**config.mk**
```make
export PLATFORM = sky130hd
export DESIGN_NAME = pulse_indicator
export DESIGN_NICKNAME = d
export VERILOG_FILES = /design/src/rtl/pulse_indicator.sv
export SDC_FILE = /design/constraint.sdc
export NUM_CORES = 1
export LEC_CHECK = 0
export ABC_CLOCK_PERIOD_IN_PS = 4200
export BUFFER_PORTS_ARGS = -buffer_cell sky130_fd_sc_hd__buf_4
export CAP_MARGIN = 20
export CORE_UTILIZATION = 65
export CTS_BUF_LIST = sky130_fd_sc_hd__clkbuf_8
export CTS_CLUSTER_SIZE = 8
export DETAILED_ROUTE_END_ITERATION = 16
export PLACE_DENSITY = 0.84
export SLEW_MARGIN = 20
export SYNTH_ARGS = -nofsm -noshare
export SYNTH_HDL_FRONTEND = slang
export SYNTH_SLANG_ARGS = --single-unit
```
**constraint.sdc**
```tcl
create_clock -name clk -period 4.2 [get_ports clk]
set_input_delay 0.84 -clock clk [delete_from_list [all_inputs] [get_ports clk]]
set_output_delay 0.84 -clock clk [all_outputs]
set_load 0.05 [all_outputs]
```
**src/rtl/pulse_indicator.sv**
```systemverilog
// Stretches single-cycle events into human-visible blinks: each event yields one
// ON_TICKS-long high pulse followed by an OFF_TICKS-long low gap, with overflow queued.
module pulse_indicator #(
    parameter int WIDTH     = 18,
    parameter int ON_TICKS  = 4,
    parameter int OFF_TICKS = 2,
    parameter int PEND_W    = 3
) (
    input  logic              clk,
    input  logic              reset,
    input  logic              in,
    output logic              out,
    output logic              busy,
    output logic [PEND_W-1:0] pending,
    output logic              dropped
);

    typedef enum logic [1:0] {
        S_IDLE = 2'd0,
        S_ON   = 2'd1,
        S_GAP  = 2'd2
    } state_t;

    localparam logic [PEND_W-1:0] PEND_MAX = '1;
    localparam logic [7:0]        ON_LAST  = 8'(ON_TICKS - 1);
    localparam logic [7:0]        OFF_LAST = 8'(OFF_TICKS - 1);

    state_t             r_state;
    logic [WIDTH-1:0]   r_prescaler;
    logic [7:0]         r_tick_cnt;
    logic               r_out;
    logic               r_busy;
    logic [PEND_W-1:0]  r_pending;
    logic               r_dropped;

    logic w_tick;
    logic w_on_done;
    logic w_gap_done;
    logic w_full;

    assign w_tick     = (r_prescaler == '1);
    assign w_on_done  = w_tick && (r_tick_cnt == ON_LAST);
    assign w_gap_done = w_tick && (r_tick_cnt == OFF_LAST);
    assign w_full     = (r_pending == PEND_MAX);

    assign out     = r_out;
    assign busy    = r_busy;
    assign pending = r_pending;
    assign dropped = r_dropped;

    // Prescaler and tick counter restart on every state entry so each phase has exact length.
    always_ff @(posedge clk or posedge reset) begin
        if (reset) begin
            r_state     <= S_IDLE;
            r_prescaler <= '0;
            r_tick_cnt  <= '0;
            r_out       <= 1'b0;
            r_busy      <= 1'b0;
            r_pending   <= '0;
            r_dropped   <= 1'b0;
        end else begin
            r_dropped   <= 1'b0;
            r_prescaler <= r_prescaler + 1'b1;
            if (w_tick) begin
                r_tick_cnt <= r_tick_cnt + 8'd1;
            end

            case (r_state)
                S_IDLE: begin
                    if (in) begin
                        r_state     <= S_ON;
                        r_out       <= 1'b1;
                        r_busy      <= 1'b1;
                        r_prescaler <= '0;
                        r_tick_cnt  <= '0;
                    end
                end

                S_ON: begin
                    if (in) begin
                        if (w_full) begin
                            r_dropped <= 1'b1;
                        end else begin
                            r_pending <= r_pending + 1'b1;
                        end
                    end
                    if (w_on_done) begin
                        r_state     <= S_GAP;
                        r_out       <= 1'b0;
                        r_prescaler <= '0;
                        r_tick_cnt  <= '0;
                    end
                end

                S_GAP: begin
                    if (w_gap_done) begin
                        r_prescaler <= '0;
                        r_tick_cnt  <= '0;
                        if (r_pending != '0) begin
                            // A simultaneous event replaces the one being dequeued.
                            r_state <= S_ON;
                            r_out   <= 1'b1;
                            if (!in) begin
                                r_pending <= r_pending - 1'b1;
                            end
                        end else if (in) begin
                            r_state <= S_ON;
                            r_out   <= 1'b1;
                        end else begin
                            r_state <= S_IDLE;
                            r_busy  <= 1'b0;
                        end
                    end else if (in) begin
                        if (w_full) begin
                            r_dropped <= 1'b1;
                        end else begin
                            r_pending <= r_pending + 1'b1;
                        end
                    end
                end

                default: begin
                    r_state     <= S_IDLE;
                    r_out       <= 1'b0;
                    r_busy      <= 1'b0;
                    r_pending   <= '0;
                    r_prescaler <= '0;
                    r_tick_cnt  <= '0;
                end
            endcase
        end
    end

endmodule
```
# ---- Word-level counts from Yosys, hierarchy flattened
# Index checks and enable logic that the tools add are counted.
# W data, S select, Z words.
dict set report op_classes {
  add_sub_neg 4
  n_eq_ne 13
  n_reduce_logical 8
  n_mux 35
  bitwise 2
}
# cell n
set ops {}
lappend ops {{$mux W18} 3}
lappend ops {{$pmux W18 S3} 1}
lappend ops {{$mux W8} 4}
lappend ops {{$pmux W8 S3} 1}
lappend ops {{$add A18 B1 Y18 const B} 1}
lappend ops {{$eq A18 B18 Y1 const B} 1}
lappend ops {{$mux W3} 5}
lappend ops {{$mux W1} 13}
lappend ops {{$ne A2 B2 Y1 const B} 5}
lappend ops {{$pmux W3 S3} 1}
lappend ops {{$add A8 B1 Y8 const B} 1}
lappend ops {{$eq A8 B1 Y1 const B} 1}
lappend ops {{$eq A8 B2 Y1 const B} 1}
lappend ops {{$mux W2} 3}
lappend ops {{$ne A3 B3 Y1 const B} 2}
lappend ops {{$pmux W1 S3} 2}
lappend ops {{$pmux W2 S3} 1}
lappend ops {{$reduce_and A3 Y1} 2}
lappend ops {{$reduce_and A5 Y1} 1}
lappend ops {{$add A3 B1 Y3 const B} 1}
lappend ops {{$eq A3 B3 Y1 const B} 1}
lappend ops {{$reduce_bool A3 Y1} 1}
lappend ops {{$sub A3 B1 Y3 const B} 1}
lappend ops {{$eq A2 B1 Y1 const B} 1}
lappend ops {{6 further kinds} 8}
dict set report totals {
  register_bits 34
}

# ---- Logic depth before layout (Yosys ltp)
# Gate-level depths: netlist of the first run.
dict set report depth {
  depth_word 5
  mapped_depth 9
  depth_no_buf 7
}

# ---- Worst setup path before layout of the first run
# Ideal clock, no wire load.
dict set report synth_timing {
  path_type {reg2reg}
  startpoint {register r_prescaler[0]}
  endpoint {register r_prescaler[12]}
  path_slack_ns 2.132
  setup_ns 0.119
  path_buffers 1
  required_time_ns 4.081
  arrival_time_ns 1.950
  stages_incl_launch_ff 8
  cell_sequence {dfrtp_1 ha_1 nand3_2 or3_4 o41ai_4 a21o_2 buf_6 nor2_1}
}
dict set report synth_via {
  elab_chain_len 4
  elab_cells_between_ends 8
  cone_classes {add/sub: 1; eq/ne: 1; mux: 4; reduce/logical: 2}
}
# element line
set synth_lines {}
lappend synth_lines {{start: declaration} 29} ;# logic [WIDTH-1:0] r_prescaler;
lappend synth_lines {{start signal: assignment} 63} ;# r_prescaler <= r_prescaler + 1'b1;
lappend synth_lines {{branches (longest 3 deep; another with $add A18 B1 Y18)} --}
lappend synth_lines {{$pmux W18 S3 *} 68} ;# case (r_state)
# Every way passes the cells marked *.
# A chain may end at the register's enable or synchronous reset.

# ---- Worst setup path in the final report of the first run
dict set report layout_timing {
  startpoint {register r_prescaler[0]}
  endpoint {register r_tick_cnt[4]}
}
dict set report layout_via {
  elab_chain_len 4
  elab_cells_between_ends 8
  cone_classes {eq/ne: 1; mux: 5; reduce/logical: 2}
}
# element line
set layout_lines {}
lappend layout_lines {{$eq A18 B18 Y1 *} 41} ;# assign w_tick = (r_prescaler == '1);
lappend layout_lines {{$mux W8 (tied with other cells)} 64} ;# if (w_tick) begin
lappend layout_lines {{$mux W8 (on tied branches)} {96, 70, 87}}
lappend layout_lines {{$pmux W8 S3 *} 68}
lappend layout_lines {{end signal: assignment} 65} ;# r_tick_cnt <= r_tick_cnt + 8'd1;
lappend layout_lines {{end: declaration} 30} ;# logic [7:0] r_tick_cnt;
# Mark *: on every way between the ends. The rest lies on a longest branch, timed or not.

==> impl_metrics.yaml, run 1 <==
yosys:
  yosysMostFrequentCell: "nor2_1"
  synthCells: 205
  synth_edf_count: 0
  synth-seq-area-share_pct: 43.4
  synth_top_area_cell: "dfrtp_1"
  syn-num-nets: 218
  syn_avg_cell_area_sq_um: 9.57
  yosysTopAreaCellShare_pct: 43.4
  ys_types: 38
  synth-seq-cells: 34
  synth_flop_cell: "dfrtp_1"
  ys_warn_count: 0
  synth_common_cells: "nor2_1, dfrtp_1, inv_1, xnor2_1, nand2_1"
  ys_async_sr_fraction_pct: 100
  ys_top_cells_by_area: "dfrtp_1, nor2_1, ha_1"
  syn_area_sq_um: 1960
clock_network:
  cts_tree: "done"
  clock_latency_ps: 290
  cts_made_buffers: 5
  hold_buffers: 0
  cts_resized: 0
  clock-sinks: 34
  ctsRootBufferMaster: "clkbuf_8"
  cts_setup_buffers: 0
  clk_path_buf_depth: 2
  clk_pin_slew_ps: 60
  h-tree-depth: 2
sta:
  rsz0062_at_grt: "no"
  tightest_slew_ps: 839
  holdWs_ps: 514
  period_minus_slack_ps: 2510
  slew-limit-headroom_pct: 43.6
  slew_viol_final: 0
  post-route-period-util_pct: 59.7
  finalSetupViolations: 0
  hold_violations: 0
  maxClockFrequency_ghz: 0.399
  fin_skew_ps: 6.17
  fin_tns_setup_ps: 0
die:
  initial_utilization_pct: 69.9
  dieArea_sq_um: 3240
  die_x_microns: 56.9
  coreArea_sq_um: 2810
  dieHeight_microns: 56.9
  fp-row-count: 19
  ios: 9
drt:
  via_per_inst: 6.41
  drt-initial-drc-count: 85
  antenna_left: 0
  dr_total_vias: 1590
  wl_per_cell_microns: 16.8
  route.detailed.drc: 0
  first_pass_iters: 4
  wl_microns: 4170
grt:
  grt_pass1_wl_microns: 7060
  met2_usage_pct: 41.8
  top_usage_layer: "met2"
  grt_pass1_vias: 1466
  use_met3_pct: 7.94
  antenna_found_initial: 0
  grt_max_degree: 26
  grtUsageMet1_pct: 41.5
  grt-ovfl-total: 0
  grt_usage_pct: 28.9
flow_run:
  cap_violations: 0
min_path:
  holdPathStages: 1
  hp-class: "register to register"
critical_path:
  crit_chain: "ha_1 -> nand3_2 -> or3_4 -> o41ai_4 -> a21o_2 -> nor2_1"
  critical_path.startpoint: "r_prescaler[0]"
  critPathSlowestCell: "o41ai_4"
  reg2reg_from: "r_prescaler[0]"
  r2r_end: "r_tick_cnt[4]"
  critical_path_class: "register to register"
  path_delay_family: "compound AO/OA/AOI/OAI gates"
  cp-endpoint: "r_tick_cnt[4]"
  crit_arrival_ps: 2660
  worst-path-stages: 6
  end_kind: "register"
  rr_worst_depth: 6
  crit_required_ps: 4350
  cp_slowest_stage_delay_ps: 510
  crit_fanout: 25
  cp-start-kind: "register"
  crit_buf_inv: 0
  reg2reg_slack_ps: 1690
finish:
  diodes: 0
  areaGrowthSynthToFinish_pct: 9.25
  fillers: 190
  area.sequential_sq_um: 851
  finalNetCount: 230
  multi_input_area_sq_um: 1020
  drive_gt1_share_pct: 10.6
place:
  io_buffers: 8
  place.gp.congestion: 0.905
  hpwlAfterDp_microns: 2840
pwr:
  irDropWorstVdd_v: 0.000340
  power.density_nw_per_um2: 490
  power_leakage_nw: 0.952
run_status:
  outcome: "completed"
==> cell usage in the layout, fill, tap and decap left out, types with 6 or more instances in the layout <==
| cell | n |
|---|---|
| clkbuf_8 | 6 |
| buf_4 | 9 |
| xor2_1 | 10 |
| dfrtp_1 | 34 |
| inv_1 | 13 |
| a21oi_1 | 8 |
| nor2_1 | 36 |
| nand4_1 | 8 |
| xnor2_1 | 13 |
| nor3_1 | 7 |
| nand2_1 | 12 |
| ha_1 | 10 |
==> per-stage QoR <==
stage	area [sq um]	total power, mW	cells	worst slack, ps	util, %
after floorplan	1960	0.664	205	2130	-
after global placement	2030	0.717	241	1860	72.4
after detailed placement	2030	0.737	241	1730	72.4
after CTS	2140	1.05	248	1700	76.4
after global routing	2140	1.10	248	1550	76.4
final	2140	1.05	248	1690	76.4
==> how the worst min path moves through the flow <==
stage                              start              to  slack (ps)
after floorplan           r_prescaler[0]  r_prescaler[0]         450
after global placement    r_prescaler[0]  r_prescaler[0]         470
after detailed placement  r_prescaler[0]  r_prescaler[0]         510
after CTS                 r_prescaler[0]  r_prescaler[0]         520
after global routing      r_prescaler[0]  r_prescaler[0]         540
final                     r_prescaler[0]  r_prescaler[0]         510
==> sequential cells by signal, summed over array words and instances, names as in the netlist <==
name	count
r_tick_cnt	8
out	1
pending	3
r_state	2
r_prescaler	18
busy	1
dropped	1
==> power breakdown <==
part | total, mW | switching (mW) | internal [mW] | leakage (nW)
Combinational | 0.350 | 0.239 | 0.110 | 0.428
Clock | 0.307 | 0.118 | 0.190 | 0.0573
Sequential | 0.393 | 0.0327 | 0.360 | 0.466
==> cell type report <==
class	instances	share of cell area [%]
multi-input cells	154	47.8
flip-flops and latches	34	39.7
clock buffers	6	3.85
repair buffers	9	3.15
inverters	13	2.28
well taps	31	1.81
clock inverters	1	1.40
==> routing by layer <==
metal	up-vias	wire length [microns]
met5	-	0
met4	0	116
met3	16	272
met2	71	1910
met1	762	1860
li1	741	-
==> logic make-up (layout without fill, tap and decap cells) <==
family / count (synthesis) / after routing / synth area share [%]
compound gates: 31 / 31 / 11.7
xor+xnor: 23 / 23 / 10.3
fa+ha+maj: 10 / 10 / 6.38
buf+inv: 17 / 29 / 4.40
flops: 34 / 34 / 43.4
simple gates: 90 / 90 / 23.9
(Power assumes the default switching activity.)
==> run 2, diff against run 1 <==
- ABC_AREA: default -> 1
- ABC_CLOCK_PERIOD_IN_PS: 4200 -> 2220
- CORE_UTILIZATION: 65 -> 58
- PLACE_DENSITY: 0.84 -> 0.79
- clock period: 4.2 -> 2.22 ns (I/O delays scaled with it)
==> impl_metrics.yaml, run 2 <==
run_status:
  outcome: "completed"
yosys:
  synth_flop_cell: "dfrtp_1"
  syn_area_sq_um: 2170
  synthMuxAreaShare_pct: 0
  synthCells: 289
  syn_avg_cell_area_sq_um: 7.52
  synth-seq-area-share_pct: 39.2
  synth-seq-cells: 34
  ys_top_cells_by_area: "dfrtp_1, nand2_1, nor2_1"
  synthSimpleGateAreaFrac_pct: 34.2
  ys_warn_count: 0
  syn-num-nets: 302
  yosysTopAreaCellShare_pct: 39.2
  ys_types: 28
  synth_top_family_by_area: "simple AND/OR/NAND/NOR gates"
  synthAdderAreaFrac_pct: 5.76
  post_synth_xor_area_fraction_pct: 9.27
  ys_async_sr_fraction_pct: 100
  synth_compound_area_share_pct: 2.88
  synth_common_cells: "nand2_1, nor2_1, inv_1, dfrtp_1, nand3_1"
  synth_edf_count: 0
  synth_top_area_cell: "dfrtp_1"
  yosysMostFrequentCell: "nand2_1"
finish:
  areaGrowthSynthToFinish_pct: 10.5
  final_common_cell: "nand2_1"
  diodes: 0
  largest_register: "r_prescaler"
  final_util_pct: 69.2
  finalNetCount: 316
  final_cell_mix: "nand2_1, nor2_1, inv_1"
  drive_gt1_share_pct: 10.9
  largest_reg_flops: 18
place:
  hpwlAfterDp_microns: 2960
  io_buffers: 8
  dpl_worst_slack_ps: 220
  place.gp.congestion: 0.871
sta:
  holdWs_ps: 249
  hold_violations: 0
  finalSetupViolations: 0
  rsz0062_at_grt: "no"
  period_minus_slack_ps: 2000
  maxClockFrequency_ghz: 0.500
  fin_tns_setup_ps: 0
  fin_skew_ps: 4.73
  tightest_slew_ps: 458
  layout_setup_ws_ps: 219
  post-route-period-util_pct: 90.1
  slew_viol_final: 0
  slew-limit-headroom_pct: 69.3
drt:
  dr_wl_met3_microns: 162
  antenna_left: 0
  drt-initial-drc-count: 63
  first_pass_iters: 4
  route.top_layer_used: "met4"
  dr_total_vias: 1746
  wl_per_cell_microns: 11.6
  via_per_inst: 5.00
  wl_microns: 4040
  route.detailed.drc: 0
  wl_met1_microns: 2090
  dr_wl_met2_microns: 1720
clock_network:
  ctsRootBufferMaster: "clkbuf_8"
  clock_latency_ps: 290
  h-tree-depth: 2
  cts_tree: "done"
  clk_pin_slew_ps: 70
  cts_resized: 0
  clk_path_buf_depth: 2
  cts_setup_buffers: 0
  hold_buffers: 0
  clock-sinks: 34
  cts_made_buffers: 5
die:
  dieArea_sq_um: 3990
  ios: 9
  dieHeight_microns: 63.2
  fp-row-count: 21
  die_x_microns: 63.2
  coreArea_sq_um: 3470
  initial_utilization_pct: 62.6
pwr:
  switching_power_mw: 0.795
  pwr-share-seq_pct: 35.7
  internal-power_mw: 1.28
  pwr-share-comb_pct: 36.3
  pwr-share-clk_pct: 28.0
  switching_share_pct: 38.3
  power.density_nw_per_um2: 865
  irDropWorstVdd_v: 0.000836
  power_leakage_nw: 1.23
critical_path:
  end_kind: "register"
  cp-start-kind: "register"
  critical_path_class: "register to register"
  crit_arrival_ps: 2160
  crit_required_ps: 2380
  crit_fanout: 14
grt:
  grt_pass1_vias: 1671
  antenna_found_initial: 0
  grt_max_degree: 35
  grt_pass1_wl_microns: 7180
  grt-ovfl-total: 0
  grt_usage_pct: 23.1
min_path:
  hp-class: "input pin to asynchronous set/reset pin"
flow_run:
  cap_violations: 0
==> run 2: changes by cell type in the layout (fill, tap and decap cells not counted), sizes merged, moves of 4 or more <==
cell	before	now
a211oi	4	0
a21oi	8	4
and3	4	0
inv	13	42
nand2	12	75
nand3	6	22
nor2	36	47
nor4	5	1
o21ai	1	7
o22ai	4	0
xnor2	13	6
xor2	10	17
==> run 2: cell families after synthesis <==
logic type,Yosys count
xor gates and xnor gates,23
AOI/OAI and AO/OA,12
and+or+nand+nor,163
adders and majority gates,10
DFF,34
buffers and inverters,47
==> run 2: area by class of cell <==
class | count | area [sq um]
clock buffer | 6 | 82.6
timing repair buffer | 12 | 90.1
clock inverter | 1 | 30.0
tap | 46 | 57.6
multi-input combinational | 208 | 1130
inverter | 42 | 158
sequential | 34 | 851
fill | 310 | 1070
==> run 2: stage by stage <==
step           cell area [sq um]  total power, mW  cells
2_1_floorplan               2170             1.32    289
3_3_place_gp                2290             1.49    342
3_5_place_dp                2290             1.50    342
4_1_cts                     2400             2.09    349
5_1_grt                     2400             2.20    349
6_report                    2400             2.08    349
==> run 2: worst max-delay path, stage by stage (launching register included) <==
cell,delay [ps]
dfrtp_1,360
ha_1,200
nand2_2,80
nor2_4,130
nand2_2,120
nor2_4,240
nand3_1,130
nand2_2,110
nand3b_4,140
nand2_2,270
nor2_1,80
==> run 2: path summary, 6_finish.rpt <==
check,slack [ps],cells past startpoint,start,endpoint
max,220,10,r_prescaler[1],r_prescaler[4]
min,250,3,reset,r_state[0]
max reg2reg,220,10,r_prescaler[1],r_prescaler[4]
min reg2reg,510,2,busy,busy
max in group asynchronous,1670,3,reset,r_prescaler[17]
min in group clk,470,3,in,dropped
==> run 2: power groups by stage <==
stage          Clock [mW]  Combinational (mW)  Sequential, mW
2_1_floorplan           0               0.496           0.828
3_3_place_gp            0               0.745           0.749
3_5_place_dp            0               0.749           0.752
4_1_cts             0.591               0.754           0.741
5_1_grt             0.613               0.840           0.747
6_report            0.581               0.754           0.741
==> run 2: routing by layer <==
layer | vias to the layer above | global-route usage (%)
li1 | 919 | -
met1 | 785 | 31.7
met2 | 34 | 35.3
met3 | 8 | 4.35
met4 | 0 | 10.8
met5 | - | 0
